### config.mk
export PLATFORM = sky130hd
export DESIGN_NAME = sobel_frame_sink_flat
export DESIGN_NICKNAME = d
export VERILOG_FILES = /design/src/rtl/sobel_frame_sink_if.sv /design/src/rtl/sobel_frame_sink.sv /design/src/flat_wrapper.sv
export SDC_FILE = /design/constraint.sdc
export NUM_CORES = 1
export LEC_CHECK = 0
export CAP_MARGIN = 10
export CELL_PAD_IN_SITES_DETAIL_PLACEMENT = 0
export CELL_PAD_IN_SITES_GLOBAL_PLACEMENT = 1
export CORE_ASPECT_RATIO = 0.6
export CORE_UTILIZATION = 48
export CTS_BUF_LIST = sky130_fd_sc_hd__clkbuf_8
export DETAILED_ROUTE_END_ITERATION = 12
export PLACE_DENSITY = 0.94
export SLEW_MARGIN = 20
export SYNTH_ARGS = -nofsm -noshare
export SYNTH_HDL_FRONTEND = slang
export SYNTH_SLANG_ARGS = --single-unit
### constraint.sdc
create_clock -name tft_clk -period 2.5 [get_ports tft_clk]
set_input_delay 0.25 -clock tft_clk [delete_from_list [all_inputs] [get_ports tft_clk]]
set_output_delay 0.25 -clock tft_clk [all_outputs]
set_load 0.02 [all_outputs]
### src/rtl/sobel_frame_sink_if.sv
// Pixel-stream input and frame-buffer write port of the Sobel frame sink.
// The slave view belongs to the sink; the master view drives pixels in and observes writes.
interface sobel_frame_sink_if #(
    parameter int ADDR_W = 16
) ();
    logic              ip_flag;
    logic [7:0]        ip_data;
    logic              wr_en;
    logic [ADDR_W-1:0] wr_addr;
    logic [7:0]        wr_data;

    modport master (
        output ip_flag,
        output ip_data,
        input  wr_en,
        input  wr_addr,
        input  wr_data
    );

    modport slave (
        input  ip_flag,
        input  ip_data,
        output wr_en,
        output wr_addr,
        output wr_data
    );
endinterface

### src/rtl/sobel_frame_sink.sv
// Receives the Sobel output stream, writes each pixel into a linear frame buffer
// and reports frame start/done, edge-pixel count and gap-timeout errors.
module sobel_frame_sink #(
    parameter logic [23:0] PIC_W   = 24'd10,
    parameter logic [23:0] PIC_H   = 24'd10,
    parameter int          ADDR_W  = 16,
    parameter logic [15:0] TIMEOUT = 16'd64
) (
    input  logic                 tft_clk,
    input  logic                 tft_rst,
    sobel_frame_sink_if.slave    bus,
    output logic                 frame_start,
    output logic                 frame_done,
    output logic                 frame_err,
    output logic [23:0]          edge_cnt,
    output logic                 busy
);

    typedef enum logic {
        IDLE = 1'b0,
        RECV = 1'b1
    } state_t;

    state_t            state_reg, state_next;
    logic [23:0]       col_reg, col_next;
    logic [23:0]       row_reg, row_next;
    logic [15:0]       gap_reg, gap_next;
    logic [23:0]       acc_reg, acc_next;
    logic [ADDR_W-1:0] addr_reg, addr_next;
    logic [23:0]       edge_cnt_reg, edge_cnt_next;
    logic              wr_en_reg, wr_en_next;
    logic [ADDR_W-1:0] wr_addr_reg, wr_addr_next;
    logic [7:0]        wr_data_reg, wr_data_next;
    logic              start_reg, start_next;
    logic              done_reg, done_next;
    logic              err_reg, err_next;

    logic [ADDR_W-1:0] pix_addr;
    logic [23:0]       acc_pix;
    logic              col_end;
    logic              last_pix;

    // Position registers are zero whenever the FSM rests in IDLE, so the
    // same decode serves pixel 0 and every later pixel of the frame.
    always_comb begin
        pix_addr = (state_reg == IDLE) ? '0 : addr_reg;
        col_end  = (col_reg == PIC_W - 24'd1);
        last_pix = col_end && (row_reg == PIC_H - 24'd1);
        acc_pix  = acc_reg;
        if ((bus.ip_data != 8'd0) && (acc_reg != 24'hFFFFFF)) begin
            acc_pix = acc_reg + 24'd1;
        end
    end

    always_comb begin
        state_next    = state_reg;
        col_next      = col_reg;
        row_next      = row_reg;
        gap_next      = gap_reg;
        acc_next      = acc_reg;
        addr_next     = addr_reg;
        edge_cnt_next = edge_cnt_reg;
        wr_en_next    = 1'b0;
        wr_addr_next  = wr_addr_reg;
        wr_data_next  = wr_data_reg;
        start_next    = 1'b0;
        done_next     = 1'b0;
        err_next      = 1'b0;

        if (bus.ip_flag) begin
            wr_en_next   = 1'b1;
            wr_addr_next = pix_addr;
            wr_data_next = bus.ip_data;
            addr_next    = pix_addr + ADDR_W'(1);
            gap_next     = 16'd0;
            start_next   = (state_reg == IDLE);
            if (last_pix) begin
                done_next     = 1'b1;
                edge_cnt_next = acc_pix;
                acc_next      = 24'd0;
                col_next      = 24'd0;
                row_next      = 24'd0;
                state_next    = IDLE;
            end else begin
                acc_next   = acc_pix;
                state_next = RECV;
                if (col_end) begin
                    col_next = 24'd0;
                    row_next = row_reg + 24'd1;
                end else begin
                    col_next = col_reg + 24'd1;
                end
            end
        end else if (state_reg == RECV) begin
            // A zero TIMEOUT leaves gap frozen so it can never wrap or fire.
            if ((TIMEOUT != 16'd0) && (gap_reg == TIMEOUT - 16'd1)) begin
                err_next   = 1'b1;
                state_next = IDLE;
                col_next   = 24'd0;
                row_next   = 24'd0;
                acc_next   = 24'd0;
                gap_next   = 16'd0;
            end else if (TIMEOUT != 16'd0) begin
                gap_next = gap_reg + 16'd1;
            end
        end
    end

    always_ff @(posedge tft_clk or negedge tft_rst) begin
        if (!tft_rst) begin
            state_reg    <= IDLE;
            col_reg      <= 24'd0;
            row_reg      <= 24'd0;
            gap_reg      <= 16'd0;
            acc_reg      <= 24'd0;
            addr_reg     <= '0;
            edge_cnt_reg <= 24'd0;
            wr_en_reg    <= 1'b0;
            wr_addr_reg  <= '0;
            wr_data_reg  <= 8'd0;
            start_reg    <= 1'b0;
            done_reg     <= 1'b0;
            err_reg      <= 1'b0;
        end else begin
            state_reg    <= state_next;
            col_reg      <= col_next;
            row_reg      <= row_next;
            gap_reg      <= gap_next;
            acc_reg      <= acc_next;
            addr_reg     <= addr_next;
            edge_cnt_reg <= edge_cnt_next;
            wr_en_reg    <= wr_en_next;
            wr_addr_reg  <= wr_addr_next;
            wr_data_reg  <= wr_data_next;
            start_reg    <= start_next;
            done_reg     <= done_next;
            err_reg      <= err_next;
        end
    end

    assign bus.wr_en   = wr_en_reg;
    assign bus.wr_addr = wr_addr_reg;
    assign bus.wr_data = wr_data_reg;
    assign frame_start = start_reg;
    assign frame_done  = done_reg;
    assign frame_err   = err_reg;
    assign edge_cnt    = edge_cnt_reg;
    assign busy        = (state_reg == RECV);

endmodule
### src/flat_wrapper.sv
// flat-port wrapper written by rule: the top's interface ports become plain ports
module sobel_frame_sink_flat 
#(
    parameter logic [23:0] PIC_W   = 24'd10,
    parameter logic [23:0] PIC_H   = 24'd10,
    parameter int          ADDR_W  = 16,
    parameter logic [15:0] TIMEOUT = 16'd64
)
  (tft_clk, tft_rst, frame_start, frame_done, frame_err, edge_cnt, busy, bus_ip_flag, bus_ip_data, bus_wr_en, bus_wr_addr, bus_wr_data);
  sobel_frame_sink_if #(.ADDR_W(ADDR_W)) bus_i ();
  input  logic tft_clk;
  input  logic tft_rst;
  output logic frame_start;
  output logic frame_done;
  output logic frame_err;
  output logic [23:0] edge_cnt;
  output logic busy;
  input wire logic [$bits(bus_i.ip_flag)-1:0] bus_ip_flag;
  input wire logic [$bits(bus_i.ip_data)-1:0] bus_ip_data;
  output wire logic [$bits(bus_i.wr_en)-1:0] bus_wr_en;
  output wire logic [$bits(bus_i.wr_addr)-1:0] bus_wr_addr;
  output wire logic [$bits(bus_i.wr_data)-1:0] bus_wr_data;
  assign bus_i.ip_flag = bus_ip_flag;
  assign bus_i.ip_data = bus_ip_data;
  assign bus_wr_en = bus_i.wr_en;
  assign bus_wr_addr = bus_i.wr_addr;
  assign bus_wr_data = bus_i.wr_data;
  sobel_frame_sink #(.PIC_W(PIC_W), .PIC_H(PIC_H), .ADDR_W(ADDR_W), .TIMEOUT(TIMEOUT)) u_core (.tft_clk(tft_clk), .tft_rst(tft_rst), .bus(bus_i), .frame_start(frame_start), .frame_done(frame_done), .frame_err(frame_err), .edge_cnt(edge_cnt), .busy(busy));
endmodule
# == Word-level counts from Yosys, hierarchy flattened ==
# Cells that the tools add are included.
# word_totals
output_inout_bits,53
register_bits,157
in_bits,11
wordCells,58
# classes
n_mux,26
n_eq_ne,5
bitwise,1
n_addsub,5
n_reduce_logical,8
# ops
op,n
$mux 24,11
$add 24x1->24 const B,3
$mux 16,4
$eq 24x4->1 const B,2
$add 16x1->16 const B,2
$ne 24x24->1 const B,1
$eq 16x6->1 const B,1
$mux 1,11
$reduce_bool 8->1,1
$reduce_and 2->1,2
$reduce_bool 2->1,2
$ne 3x1->1 const B,1
$reduce_and 3->1,1
$logic_and 1x1->1,2
$not 1->1,1

# == Logic depth before layout (Yosys ltp) ==
# depth
word_depth,5
depth_mapped,9

# == Worst setup path after synthesis ==
# Ideal clock, no wire load.
# synth_path
kind,register to register
start,reg u_core.row_reg[1]
end,reg u_core.edge_cnt_reg[20] (netlist: u_core.edge_cnt[20])
t_required_ns,2.373
setup_ns,0.127
stages_incl_launch_ff,9
setup_slack_ns,0.210
n_path_buf,1
synth_period_minus_slack_ns,2.290
arrival_time_ns,2.163
path_cell_list,dfrtp_1 -> inv_1 -> ha_1 -> and4bb_2 -> nand4_2 -> or4_4 -> nor2_8 -> buf_8 -> mux2_1
# synth_via
elab_chain_len,3
# synth_lines
element,line,source
"start, declared",sobel_frame_sink.sv:26,"logic [23:0] row_reg, row_next;"
"start signal, assigned",sobel_frame_sink.sv:127,row_reg <= row_next;
$eq 24x4->1,sobel_frame_sink.sv:48,last_pix = col_end && (row_reg == PIC_H - 24'd1);
$logic_and 1x1->1,sobel_frame_sink.sv:48,
$reduce_and 2->1 (no line),--,
"end signal, assigned",sobel_frame_sink.sv:131,edge_cnt_reg <= edge_cnt_next;
"end, declared",sobel_frame_sink.sv:30,"logic [23:0] edge_cnt_reg, edge_cnt_next;"
# Every way passes these cells.
# A chain may end at the register's enable or synchronous reset.

# == Worst setup path after layout ==
# layout_path
start,reg u_core.row_reg[18]
end,reg u_core.edge_cnt_reg[2] (netlist: u_core.edge_cnt[2])
# Same word-level chain as after synthesis.

==> results.txt <==
The startpoint type of the worst setup path is a flip-flop. The cell sitting at the root of the clock tree is a sky130_fd_sc_hd__clkbuf_8. The synthesis-to-finish area growth came out at 20.0%. The static leakage came out at 4.35 nW.

In this run the power density over the cells is 563 nW/um^2. The post-detailed-route count of antenna-violating nets came out at 0. The worst hold path belongs to the class in2reg. The largest clock skew in the final design is 19.1 ps. Setup violations remaining at the end of the flow were counted as 0. Summing all placed instances gives a cell area of 9790 um^2. The maximum achievable frequency is 416 MHz. For this run, the number of Yosys warnings is 0.

The CTS tree is yes. Setup repair after global routing left no endpoint under its margin. The detailed-route wire length is 21300 um. The mapped cell area is 8540 um^2.

The pin count of the biggest net entering global routing is 66. The count of fill cells added during filler insertion is 1474. The via count of the first global-routing pass is 6702.

The number of synthesized flops with an enable pin came out at 0. The number of vias in the routed layout is 7415. The uppermost metal layer occupied by signal nets is met4.

The gate count of the mapped netlist came out at 899. The die extent in y is 105 um. The number of clock buffers added by TritonCTS is 17.

The number of violations reported at the end of detailed-routing iteration 0 is 718. The first detailed-routing pass took 5 iterations. The post-route total power came out at 5.76 mW. The sequential cells in the finished layout cover a total of 3930 um^2. The category of the worst setup path capture point is a flip-flop. The core utilization of the finished layout is 0.593. For this configuration, the core starts out at a cell density of 0.494. The worst relative slew slack is 0.468. OpenSTA, run right after detailed placement, puts the worst setup slack at -37.6 ps. The portion of the clock cycle consumed by the worst path in the final layout is 0.961. The number of inserted diodes came out at 0. The estimated wirelength of the detail-placed design came out at 14700 um. The launch point of the worst path is u_core.row_reg[18]$_DFFE_PN0P_. Leaving out fill and tap cells, the most frequent cell in the layout is sky130_fd_sc_hd__dfrtp_1. The remaining routing DRC violations is 0. The hold violation count in the final report came out at 0. The count of clock tree sinks came out at 157.

The worst-case IR drop observed on VDD is 0.000240 V. Counting cells, the worst reg-to-reg path comes to 5. The data required time at the worst endpoint came out at 2840 ps. The tightest hold path in the finished design has a slack of 271 ps. Summed over all layers, the global routing overflow is 0. The time the worst path needs with I/O delays and setup came out at 2400 ps. The startpoint identified for the worst hold timing path is bus_ip_flag. In the global route stage, overall resource usage came out at 0.243. The number of antenna violations at the first check in global routing came out at 0. Data arrives at the worst endpoint at 2750 ps. The post-layout instance count excluding filler cells is 1245. In the final routed layout, each cell accounts on average for 17.1 um. The multi-input gate area in the final layout came out at 4250 um^2. The mean instance size in the synthesized netlist is 9.49 um^2. The number of storage elements in the synthesis netlist is 157. Along the worst path, the maximum fanout reaches 12.

The final number of max-transition violations is 0. The top cell types in the final layout, fill and taps aside, are 157 x sky130_fd_sc_hd__dfrtp_1, 90 x sky130_fd_sc_hd__nand2_1, 77 x sky130_fd_sc_hd__a21oi_1. The number of buffers added on ports came out at 63.

Once routing completed, OpenROAD measured the worst setup slack at 96.5 ps. The run finished with clean final reports. The setup TNS is 0 ps. For this run, asynchronously set or reset flops after synthesis account for 1.00.

After detailed routing, the met3 layer carries 1420 um of wire. The critical path class is reg2reg. The number of placed instances with taps included came out at 1210. The worst hold path was traced through 4 stages. The routed via count divided by cell count is 5.96. Wire segments on met2 add up to 8630 um in the final route. The number of maximum-capacitance constraint violations came out at 0. The worst register-to-register path begins at u_core.row_reg[18]$_DFFE_PN0P_. The congestion estimate from routability-driven global placement came to 0.860.

After clock tree synthesis, the clock-pin slew on the worst setup and hold paths is 90 ps. The core area is 17300 um^2. The number of top-level pins is 64. The number of nets in the synthesized netlist is 917. The clock insertion delay at the later pin of the skew report came out at 460 ps.

The wire length of the first global-routing pass is 35800 um. The total number of nets in the final design is 1016. For the pin with the worst max-slew slack, the measured transition is 798 ps. The ratio of cells with drive above 1 in the final layout is 0.146.

The clock passes through at most 2 buffers. After synthesis, the netlist uses 77 different library cells. The wire length on met1 came out at 11100 um. The number of rows in the core area came out at 37. The area enclosed by the die boundary came out at 18300 um^2. The H-tree was split into 4 levels. Among all flip-flop cells after synthesis, the most frequent one is sky130_fd_sc_hd__dfrtp_1. The post-layout instance area is 10200 um^2. The horizontal die dimension came out at 174 um. The part of the Yosys area used for sequential elements is 0.460.
[logic make-up (layout without fill, tap and decap cells)]
group,after synthesis,in the layout,synth area share
buffers and inverters,91,203,0.0441
adder cells (fa/ha/maj),7,7,0.0103
multiplexers,40,40,0.0507
AO/OA/AOI/OAI,250,250,0.190
AND/OR/NAND/NOR,315,315,0.204
flip-flops,157,157,0.460
XOR/XNOR,39,39,0.0400
[layout make-up]
cell class / instances / area share
Multi-Input combinational cell: 651 / 0.415
Sequential cell: 157 / 0.384
Clock inverter: 15 / 0.0175
Timing Repair Buffer: 131 / 0.117
Tap cell: 234 / 0.0286
Clock buffer: 17 / 0.0228
Inverter: 40 / 0.0147
[critical path, stage by stage (launching register included)]
cell                      delay, ps
sky130_fd_sc_hd__dfrtp_1        430
sky130_fd_sc_hd__nor4_4         390
sky130_fd_sc_hd__nand4_2        210
sky130_fd_sc_hd__or4_4          640
sky130_fd_sc_hd__nor2_8         260
sky130_fd_sc_hd__mux2_2         370
[report_power, final]
part	internal, mW	switching, mW
Sequential	2.71	0.220
Clock	0.847	1.13
Combinational	0.376	0.476
[routing by layer]
| layer | track usage | vias up |
|---|---|---|
| li1 | - | 3543 |
| met3 | 0.0505 | 18 |
| met4 | 0.0514 | 0 |
| met5 | 0 | - |
| met2 | 0.318 | 259 |
| met1 | 0.400 | 3595 |
[synthesized netlist by cell type (all sizes together), types with 5 or more instances]
cell / count / area (um^2)
nand3: 42 / 223
nor2: 32 / 136
a211o: 19 / 166
a21o: 13 / 97.6
or3: 12 / 75.1
clkbuf: 37 / 141
nand4: 35 / 244
and2: 10 / 62.6
nor4: 22 / 163
o21ai: 57 / 289
and3: 15 / 93.8
a211oi: 5 / 37.5
nor3: 23 / 125
xnor2: 31 / 272
nand2: 91 / 344
a22o: 8 / 70.1
a21oi: 77 / 385
mux2i: 20 / 200
dfrtp: 157 / 3930
and4: 11 / 96.3
mux2: 20 / 233
a31oi: 19 / 119
xor2: 8 / 70.1
inv: 39 / 146
ha: 7 / 87.6
o22ai: 8 / 50.1
buf: 14 / 85.1
[worst paths after layout]
kind / slack [ps] / end
max: 100 / u_core.edge_cnt[2]$_DFFE_PN0P_
min: 270 / u_core.busy$_DFF_PN0_
max reg2reg: 100 / u_core.edge_cnt[2]$_DFFE_PN0P_
min reg2reg: 500 / u_core.edge_cnt[22]$_DFFE_PN0P_
max in group asynchronous: 1450 / u_core.gap_reg[1]$_DFFE_PN0P_
min in group asynchronous: 340 / u_core.frame_start$_DFF_PN0_
[repair_timing]
| item | in CTS | in global routing |
|---|---|---|
| setup endpoints to repair | 7 | 6 |
| setup buffers | 2 | 0 |
| resized for setup | 0 | 2 |
| endpoints found under the hold margin | 62 | 0 |
| hold buffers | 1 | 0 |
| pin swaps | 1 | 0 |
Power figures use the tool's default switching activity.
